<file path="src/rtl/pc_gen.sv">
// Fetch-stage program counter with an optional direct-mapped branch target buffer.
// Define PC_BTB_EN to build the BTB; without it, prediction outputs are tied low.
module pc_gen #(
  parameter int               XLEN      = 32,
  parameter logic [XLEN-1:0]  RESET_VEC = '0,
  parameter int               BTB_DEPTH = 16
) (
  input  logic            clk,
  input  logic            rst,
  input  logic            stall,
  input  logic            trap_en,
  input  logic [XLEN-1:0] trap_addr,
  input  logic            jp_en,
  input  logic [XLEN-1:0] jp_addr,
  input  logic            bu_en,
  input  logic [XLEN-1:0] bu_pc,
  input  logic [XLEN-1:0] bu_target,
  input  logic            bu_taken,
  output logic [XLEN-1:0] addr,
  output logic            pred_taken,
  output logic [XLEN-1:0] pred_target
);

  logic [XLEN-1:0] addr_q, addr_d;

  // Stall outranks every redirect; a redirect seen while stalled is simply not taken.
  always_comb begin
    addr_d = addr_q;
    if (!stall) begin
      if (trap_en)         addr_d = trap_addr;
      else if (jp_en)      addr_d = jp_addr;
      else if (pred_taken) addr_d = pred_target;
      else                 addr_d = addr_q + XLEN'(4);
    end
  end

  always_ff @(posedge clk) begin
    if (rst) addr_q <= RESET_VEC;
    else     addr_q <= addr_d;
  end

  assign addr = addr_q;

`ifdef PC_BTB_EN
  localparam int IDX  = $clog2(BTB_DEPTH);
  localparam int TAGW = XLEN - IDX - 2;

  logic [BTB_DEPTH-1:0] valid_q;
  logic [TAGW-1:0]      tag_q [BTB_DEPTH];
  logic [XLEN-1:0]      tgt_q [BTB_DEPTH];
  logic [1:0]           ctr_q [BTB_DEPTH];

  logic [IDX-1:0]  l_idx, u_idx;
  logic [TAGW-1:0] l_tag, u_tag;
  logic            l_hit, u_hit;
  logic            unused_lsb;

  assign l_idx = addr_q[IDX+1:2];
  assign l_tag = addr_q[XLEN-1:IDX+2];
  assign u_idx = bu_pc[IDX+1:2];
  assign u_tag = bu_pc[XLEN-1:IDX+2];
  assign unused_lsb = ^bu_pc[1:0];

  assign l_hit       = valid_q[l_idx] && (tag_q[l_idx] == l_tag);
  assign pred_taken  = l_hit && ctr_q[l_idx][1];
  assign pred_target = pred_taken ? tgt_q[l_idx] : '0;

  assign u_hit = valid_q[u_idx] && (tag_q[u_idx] == u_tag);

  always_ff @(posedge clk) begin
    if (rst)                          valid_q <= '0;
    else if (bu_en && bu_taken && !u_hit) valid_q[u_idx] <= 1'b1;
  end

  // Payload is not reset; writes are suppressed during reset so training is dropped.
  always_ff @(posedge clk) begin
    if (!rst && bu_en) begin
      if (u_hit) begin
        if (bu_taken) begin
          ctr_q[u_idx] <= (ctr_q[u_idx] == 2'd3) ? 2'd3 : ctr_q[u_idx] + 2'd1;
          tgt_q[u_idx] <= bu_target;
        end else begin
          ctr_q[u_idx] <= (ctr_q[u_idx] == 2'd0) ? 2'd0 : ctr_q[u_idx] - 2'd1;
        end
      end else if (bu_taken) begin
        tag_q[u_idx] <= u_tag;
        tgt_q[u_idx] <= bu_target;
        ctr_q[u_idx] <= 2'd2;
      end
    end
  end
`else
  localparam int UNUSED_DEPTH = BTB_DEPTH;
  logic unused_bu;

  assign unused_bu   = ^{bu_en, bu_pc, bu_target, bu_taken, UNUSED_DEPTH[0]};
  assign pred_taken  = 1'b0;
  assign pred_target = '0;
`endif

endmodule

</file>
<file path="config.mk">
export PLATFORM = sky130hd
export DESIGN_NAME = pc_gen
export DESIGN_NICKNAME = d
export VERILOG_FILES = /design/src/rtl/pc_gen.sv
export SDC_FILE = /design/constraint.sdc
export NUM_CORES = 1
export LEC_CHECK = 0
export ABC_AREA = 0
export BUFFER_PORTS_ARGS = -buffer_cell sky130_fd_sc_hd__buf_2
export CAP_MARGIN = 20
export CELL_PAD_IN_SITES_DETAIL_PLACEMENT = 2
export CELL_PAD_IN_SITES_GLOBAL_PLACEMENT = 2
export CORE_MARGIN = 2
export CORE_UTILIZATION = 20
export CTS_CLUSTER_SIZE = 24
export DETAILED_ROUTE_END_ITERATION = 7
export PLACE_DENSITY_LB_ADDON = 0.1
export SETUP_SLACK_MARGIN = 0.4
export SLEW_MARGIN = 20
export SYNTH_ARGS = -nofsm -noshare
export SYNTH_HDL_FRONTEND = slang
export SYNTH_SLANG_ARGS = --single-unit
</file>
<file path="constraint.sdc">
create_clock -name clk -period 4 [get_ports clk]
set_clock_uncertainty 0.2 [all_clocks]
set_input_delay 0.4 -clock clk [delete_from_list [all_inputs] [get_ports clk]]
set_output_delay 0.4 -clock clk [all_outputs]
set_load 0.02 [all_outputs]
</file>
==> results.py, run 1 <==
metrics = {
    "cts": {
        "cts_resized": 0,
        "cts_buffers": 5,
        "clock-sinks": 32,
        "path_clk_slew_ns": 0.06,
        "clk-insertion-delay-late_ns": 0.28,
        "postCtsSetupBuffers": 0,
        "cts_tree": "done",
        "htree_levels": 2,
        "clockRootBuffer": "clkbuf_16",
        "holdBufCountCts": 0,
        "cts_buffer_depth": 2,
    },
    "finish": {
        "diodes": 0,
        "area_growth_pct": 27.46,
        "largest_reg_flops": 32,
        "final_cell_mix": "buf_2, a21oi_1, conb_1",
        "fin_cells": 619,
        "final_common_cell": "buf_2",
        "design_area_um2": 3252,
        "nets": 582,
        "drive_gt1_frac": 0.2640,
    },
    "grt": {
        "grt_pass1_wl_um": 16790,
        "grt_pass1_vias": 3015,
        "globalRouteTotalUtil": 0.1607,
        "grt_max_degree": 49,
        "grt_overflow": 0,
        "antenna_found_initial": 0,
    },
    "sta": {
        "hold_viol_final": 0,
        "setup_viol": 0,
        "period_needed_ns": 2.583,
        "rsz0062_at_grt": "false",
        "timing.final.crit_share": 0.6458,
        "tightest_slew_ns": 0.8466,
        "finalSetupTns_ns": 0,
        "drv_slew": 0,
        "maxSlewHeadroom": 0.4304,
        "max_freq_mhz": 387.1,
    },
    "synth": {
        "ys_ff_latch": 32,
        "syn-mean-instance-area_um2": 7.126,
        "ys_seq_area_frac": 0.2511,
        "synth_edf_count": 0,
        "yosysUniqueCellTypes": 49,
        "synth-warning-count": 0,
        "synthFlopType": "dfxtp_1",
        "syn_inst": 358,
        "syn_area_um2": 2551,
        "async_reset_ff_frac": 0,
    },
    "floorplan": {
        "die_y_um": 116.9,
        "pin_count": 200,
        "num_rows": 41,
        "core_um2": 12520,
        "die_width_um": 116.9,
        "start_util": 0.2038,
        "fp.dieArea_um2": 13680,
    },
    "route": {
        "drtPass1Iterations": 4,
        "drt-vias-per-instance": 4.900,
        "wl_met1_um": 5142,
        "drc": 0,
        "ant_nets": 0,
        "met2_length_um": 5461,
        "vias": 3033,
        "routed.top_layer": "met4",
        "drt-total-wl_um": 11030,
        "routedWlPerCell_um": 17.81,
        "drt_iter0_drc": 94,
        "wl_met3_um": 333,
    },
    "critical_path": {
        "cp_cell_sequence": "ha_1 > nand4_1 > nor4_1 > nand4_1 > a21oi_1 > o211a_1",
        "arrival_ns": 2.61,
        "critPathSlowestCell": "nor4_1",
        "rr_worst_depth": 6,
        "path_delay_family": "simple AND/OR/NAND/NOR gates",
        "cp.depth": 6,
        "critPathMostFrequentCell": "nand4_1",
        "worst-path-buf-inv": 0,
        "criticalPathCategory": "flop to flop",
        "crit_fanout": 8,
        "start_kind": "flop",
        "crit_required_ns": 4.03,
        "crit_path_end_kind": "flop",
        "cpPeakStageDelay_ns": 0.72,
    },
    "run": {
        "maxCapViolCount": 0,
    },
    "placed_design": {
        "post-place-cells": 611,
        "dp_hpwl_um": 8029,
        "gp_congestion": 0.7427,
        "place_area_um2": 3088,
        "port-buffer-count": 100,
    },
    "pwr": {
        "p_comb_frac": 0.221,
        "finalPower_mw": 1.054,
        "p_int_uw": 715.2,
        "powerDensity_nw_per_um2": 324.2,
        "p_sw_frac": 0.3216,
        "p_leak_nw": 1.371,
        "pwr-share-clk": 0.422,
        "power.switching_uw": 339.0,
        "sequentialPowerShare": 0.357,
        "peakVddDrop_uv": 111.8,
    },
    "hold_path": {
        "hold_class": "input port to flop",
        "holdPathStages": 3,
    },
    "outcome": {
        "status": "finished clean",
    },
}
-- power groups by stage --
stage | registers (mW) | logic (mW) | clock network (mW)
finish | 0.376 | 0.233 | 0.445
global route | 0.381 | 0.259 | 0.471
CTS | 0.376 | 0.238 | 0.461
detailed placement | 0.383 | 0.237 | 0
global placement | 0.382 | 0.232 | 0
floorplan | 0.396 | 0.146 | 0
-- worst register-to-register path: stages (launching register included) --
cell and delay [ns]:
dfxtp_1 0.48, ha_1 0.31, nand4_1 0.28, nor4_1 0.72, nand4_1 0.21, a21oi_1 0.18, o211a_1 0.14
-- stage by stage --
| step | util | setup slack [ns] | hold slack [ns] |
|---|---|---|---|
| 3_3_place_gp | 0.2467 | 1.345 | 0.3129 |
| 2_1_floorplan | - | 1.777 | 0.3754 |
| 5_1_grt | 0.2598 | 1.239 | 0.2202 |
| 4_1_cts | 0.2598 | 1.368 | 0.2149 |
| 3_5_place_dp | 0.2467 | 1.315 | 0.3461 |
| 6_report | 0.2598 | 1.417 | 0.2201 |
-- per-layer routing --
layer  GRT usage  vias to the layer above
met5           0                        -
met4     0.03529                        0
met3     0.01648                        5
met2      0.2921                       67
met1      0.2054                     1506
li1            -                     1455
-- synth_stat cells, drive strengths merged, types with 5 or more instances --
cell type	count	area [µm²]
a21oi	33	165.2
nand3	13	70.07
nand4	19	118.9
o21ai	21	105.1
a22oi	17	127.6
nor2	28	105.1
inv	10	37.54
and3	5	31.28
dfxtp	32	640.6
buf	40	279.0
a31oi	8	50.05
clkbuf	16	60.06
nor3	9	45.04
nand2b	5	31.28
nor4	9	62.56
nand2	30	112.6
o32ai	5	43.79
mux2i	7	70.07
and2	5	31.28
-- kinds of logic (layout without fill, tap and decap cells) --
group / after synthesis / in the layout / share of synthesized area
AO/OA/AOI/OAI: 116 / 116 / 0.2967
buffers and inverters: 68 / 125 / 0.1506
AND/OR/NAND/NOR: 133 / 133 / 0.2678
other: 1 / 33 / 0.001470
multiplexers: 7 / 7 / 0.02747
flip-flops: 32 / 32 / 0.2511
adder cells (fa/ha/maj): 1 / 1 / 0.004904
-- layout make-up --
class,count,area [µm²]
fill,1557,9265
multi-input combinational,290,1649
sequential,32,640.6
timing repair buffer,105,538.0
tap,172,215.2
clock buffer,6,128.9
inverter,12,45.04
clock inverter,2,35.03
-- worst paths after layout --
check | start | slack, ns | to
worst max-delay path | addr[2]$_SDFFE_PP0N_ | 1.42 | addr[26]$_SDFFE_PP0N_
worst min-delay path | trap_addr[5] | 0.22 | addr[5]$_SDFFE_PP0N_
worst max register to register | addr[2]$_SDFFE_PP0N_ | 1.42 | addr[26]$_SDFFE_PP0N_
worst min register to register | addr[6]$_SDFFE_PP0N_ | 0.34 | addr[6]$_SDFFE_PP0N_
Note: power is estimated with default switching activity, not from simulation.
==> run 2: changes to the inputs <==
--- a/config.mk
+++ b/config.mk
@@ -5,13 +5,13 @@
 export SDC_FILE = /design/constraint.sdc
 export NUM_CORES = 1
 export LEC_CHECK = 0
-export ABC_AREA = 0
+export ABC_AREA = 1
 export BUFFER_PORTS_ARGS = -buffer_cell sky130_fd_sc_hd__buf_2
 export CAP_MARGIN = 20
 export CELL_PAD_IN_SITES_DETAIL_PLACEMENT = 2
 export CELL_PAD_IN_SITES_GLOBAL_PLACEMENT = 2
 export CORE_MARGIN = 2
-export CORE_UTILIZATION = 20
+export CORE_UTILIZATION = 17
 export CTS_CLUSTER_SIZE = 24
 export DETAILED_ROUTE_END_ITERATION = 7
 export PLACE_DENSITY_LB_ADDON = 0.1
==> constraint.sdc (replaced) <==
create_clock -name clk -period 2.3 [get_ports clk]
set_clock_uncertainty 0.2 [all_clocks]
set_input_delay 0.23 -clock clk [delete_from_list [all_inputs] [get_ports clk]]
set_output_delay 0.23 -clock clk [all_outputs]
set_load 0.02 [all_outputs]
==> run 2 against run 1 <==
Net effect:
- sequential share of layout area decreased by 0.85 points
- die area increased by 19%
- non-clock buffer count increased by 8
- clock power increased by 77%
- first-iteration DRC count decreased by 16%
==> results.py, run 2 <==
metrics = {
    "synth": {
        "synth-xor-area-share": 0.006744,
        "synth.top_cell.area_share": 0.2466,
        "syn_inst": 406,
        "synth-compound-area-share": 0.2370,
        "ys_seq_area_frac": 0.2466,
        "synth-warning-count": 0,
        "yosysUniqueCellTypes": 26,
        "synth_top_family_by_area": "simple AND/OR/NAND/NOR gates",
        "synth.area.top_cells": "dfxtp_1, nand2_1, buf_4",
        "syn-mean-instance-area_um2": 6.398,
        "synth_commonest_cells": "nand2_1, nand3_1, buf_4",
        "synth_top_area_cell": "dfxtp_1",
        "async_reset_ff_frac": 0,
        "yosysMostFrequentCell": "nand2_1",
        "synthMuxAreaShare": 0,
        "synth_edf_count": 0,
        "yosys.area_share.simple": 0.3304,
        "synthAdderAreaFrac": 0.004817,
        "syn_area_um2": 2597,
        "ys_ff_latch": 32,
        "synthFlopType": "dfxtp_1",
    },
    "finish": {
        "largest_reg_flops": 32,
        "drive_gt1_frac": 0.2972,
        "area_growth_pct": 32.61,
        "diodes": 0,
        "fillers": 1855,
        "fin_cells": 696,
        "final_cell_mix": "buf_2, nand2_1, nand3_1",
        "design_area_um2": 3445,
        "nets": 643,
        "final_common_cell": "buf_2",
        "fin_util": 0.2283,
        "multi_input_area_um2": 1663,
        "regArea_um2": 649.4,
    },
    "grt": {
        "grt_pass1_wl_um": 17510,
        "antenna_found_initial": 0,
        "globalRouteTotalUtil": 0.1373,
        "grt_overflow": 0,
        "grt_max_degree": 31,
        "grt_pass1_vias": 3276,
    },
    "route": {
        "routedWlPerCell_um": 15.59,
        "ant_nets": 0,
        "drtPass1Iterations": 4,
        "drt-vias-per-instance": 4.385,
        "drt-total-wl_um": 10850,
        "vias": 3052,
        "drt_iter0_drc": 79,
        "drc": 0,
    },
    "floorplan": {
        "die_width_um": 127.6,
        "pin_count": 200,
        "core_um2": 15090,
        "die_y_um": 127.6,
        "start_util": 0.1721,
        "num_rows": 45,
        "fp.dieArea_um2": 16280,
    },
    "placed_design": {
        "place_area_um2": 3192,
        "gp_congestion": 0.7820,
        "place_ws_ns": 0.3593,
        "dp_hpwl_um": 8556,
        "port-buffer-count": 100,
        "post-place-cells": 684,
    },
    "critical_path": {
        "cp.depth": 9,
        "start_kind": "flop",
        "cpPeakStageDelay_ns": 0.38,
        "critPathSlowestCell": "dfxtp_4",
        "worst-path-buf-inv": 0,
        "arrival_ns": 1.74,
        "path_delay_family": "simple AND/OR/NAND/NOR gates",
        "rr_worst_depth": 9,
        "crit_fanout": 6,
        "cp_cell_sequence": "ha_4 > nand2_2 > nor2_4 > nand2_4 > nor2_4 > nand2_2 > nand2_1 > nand3_1 > a21oi_1",
        "crit_path_end_kind": "flop",
        "criticalPathCategory": "flop to flop",
        "crit_required_ns": 2.31,
    },
    "pwr": {
        "finalPower_mw": 1.850,
        "peakVddDrop_uv": 235.2,
        "p_leak_nw": 1.466,
        "p_sw_frac": 0.3240,
        "p_int_mw": 1.251,
        "powerDensity_nw_per_um2": 537.2,
        "pwr-share-clk": 0.425,
        "p_comb_frac": 0.220,
        "power.switching_uw": 599.6,
        "sequentialPowerShare": 0.356,
    },
    "cts": {
        "clockRootBuffer": "clkbuf_16",
        "clock-sinks": 32,
        "clk-insertion-delay-late_ns": 0.28,
        "cts_buffers": 5,
        "path_clk_slew_ns": 0.06,
        "htree_levels": 2,
        "cts_buffer_depth": 2,
        "cts_tree": "done",
    },
    "sta": {
        "drv_slew": 0,
        "period_needed_ns": 1.725,
        "setup_viol": 0,
        "rsz0062_at_grt": "true",
        "timing.final.crit_share": 0.7501,
        "fin_ws_ns": 0.5749,
        "max_freq_mhz": 579.7,
        "hold_viol_final": 0,
        "finalSetupTns_ns": 0,
        "whs_ns": 0.01025,
    },
    "outcome": {
        "status": "finished clean",
    },
    "hold_path": {
        "hold_class": "input port to flop",
        "holdPathStages": 3,
    },
    "run": {
        "maxCapViolCount": 0,
    },
}
[run 2: changes by cell type after synthesis, sizes merged, moves of 17 or more]
cell,previous run,this run
a221oi,2,23
a22oi,17,0
inv,10,31
nand2,30,99
nand3,13,38
nand4,19,1
nor2,28,45
[run 2: cells by family (layout without fill, tap and decap cells)]
| kind of cell | after synthesis | in the layout |
|---|---|---|
| other cells | 1 | 33 |
| fa+ha+maj | 1 | 1 |
| simple gates | 188 | 188 |
| flops | 32 | 32 |
| buf+inv | 83 | 153 |
| compound gates | 99 | 99 |
| xor+xnor | 2 | 2 |
[run 2: timing repair]
item / in CTS / in global routing
buffers inserted: 0 / 1
endpoints found under the hold margin: 2 / 0
hold buffers: 3 / 0
pin swaps: 1 / 5
resized for setup: 1 / 16
endpoints found under the setup margin: 3 / 13
[run 2: power by group through the flow]
stage / clock [mW] / combinational (mW) / sequential (mW)
6_report: 0.786 / 0.406 / 0.658
5_1_grt: 0.844 / 0.458 / 0.668
4_1_cts: 0.815 / 0.412 / 0.659
3_5_place_dp: 0 / 0.407 / 0.671
3_3_place_gp: 0 / 0.400 / 0.669
2_1_floorplan: 0 / 0.240 / 0.699
[run 2: metal layers]
layer,wire length [µm],up-vias,part of all wire,track usage
met3,486,7,0.045,0.02596
met1,4932,1462,0.45,0.1722
li1,-,1513,-,-
met4,97,0,0.0089,0.02973
met5,0,-,0,0
met2,5337,70,0.49,0.2441
[run 2: area by class of cell]
class | instances | area share
Timing Repair Buffer | 113 | 0.1758
Clock inverter | 3 | 0.01235
Tap cell | 188 | 0.06829
Sequential cell | 32 | 0.1885
Clock buffer | 5 | 0.03632
Inverter | 32 | 0.03596
Multi-Input combinational cell | 323 | 0.4827
[run 2: worst min-delay path, stage by stage]
cell and delay [ns]:
buf_2 0.10, nand2_1 0.06, a31oi_1 0.07
[run 2: final timing paths]
| check | startpoint | end | slack, ns |
|---|---|---|---|
| worst min-delay path | trap_addr[4] | addr[4]$_SDFFE_PP0N_ | 0.01 |
| worst max-delay path | addr[3]$_SDFFE_PP0N_ | addr[22]$_SDFFE_PP0N_ | 0.57 |
| worst min register to register | addr[0]$_SDFFE_PP0P_ | addr[0]$_SDFFE_PP0P_ | 0.33 |
| worst max register to register | addr[3]$_SDFFE_PP0N_ | addr[22]$_SDFFE_PP0N_ | 0.57 |
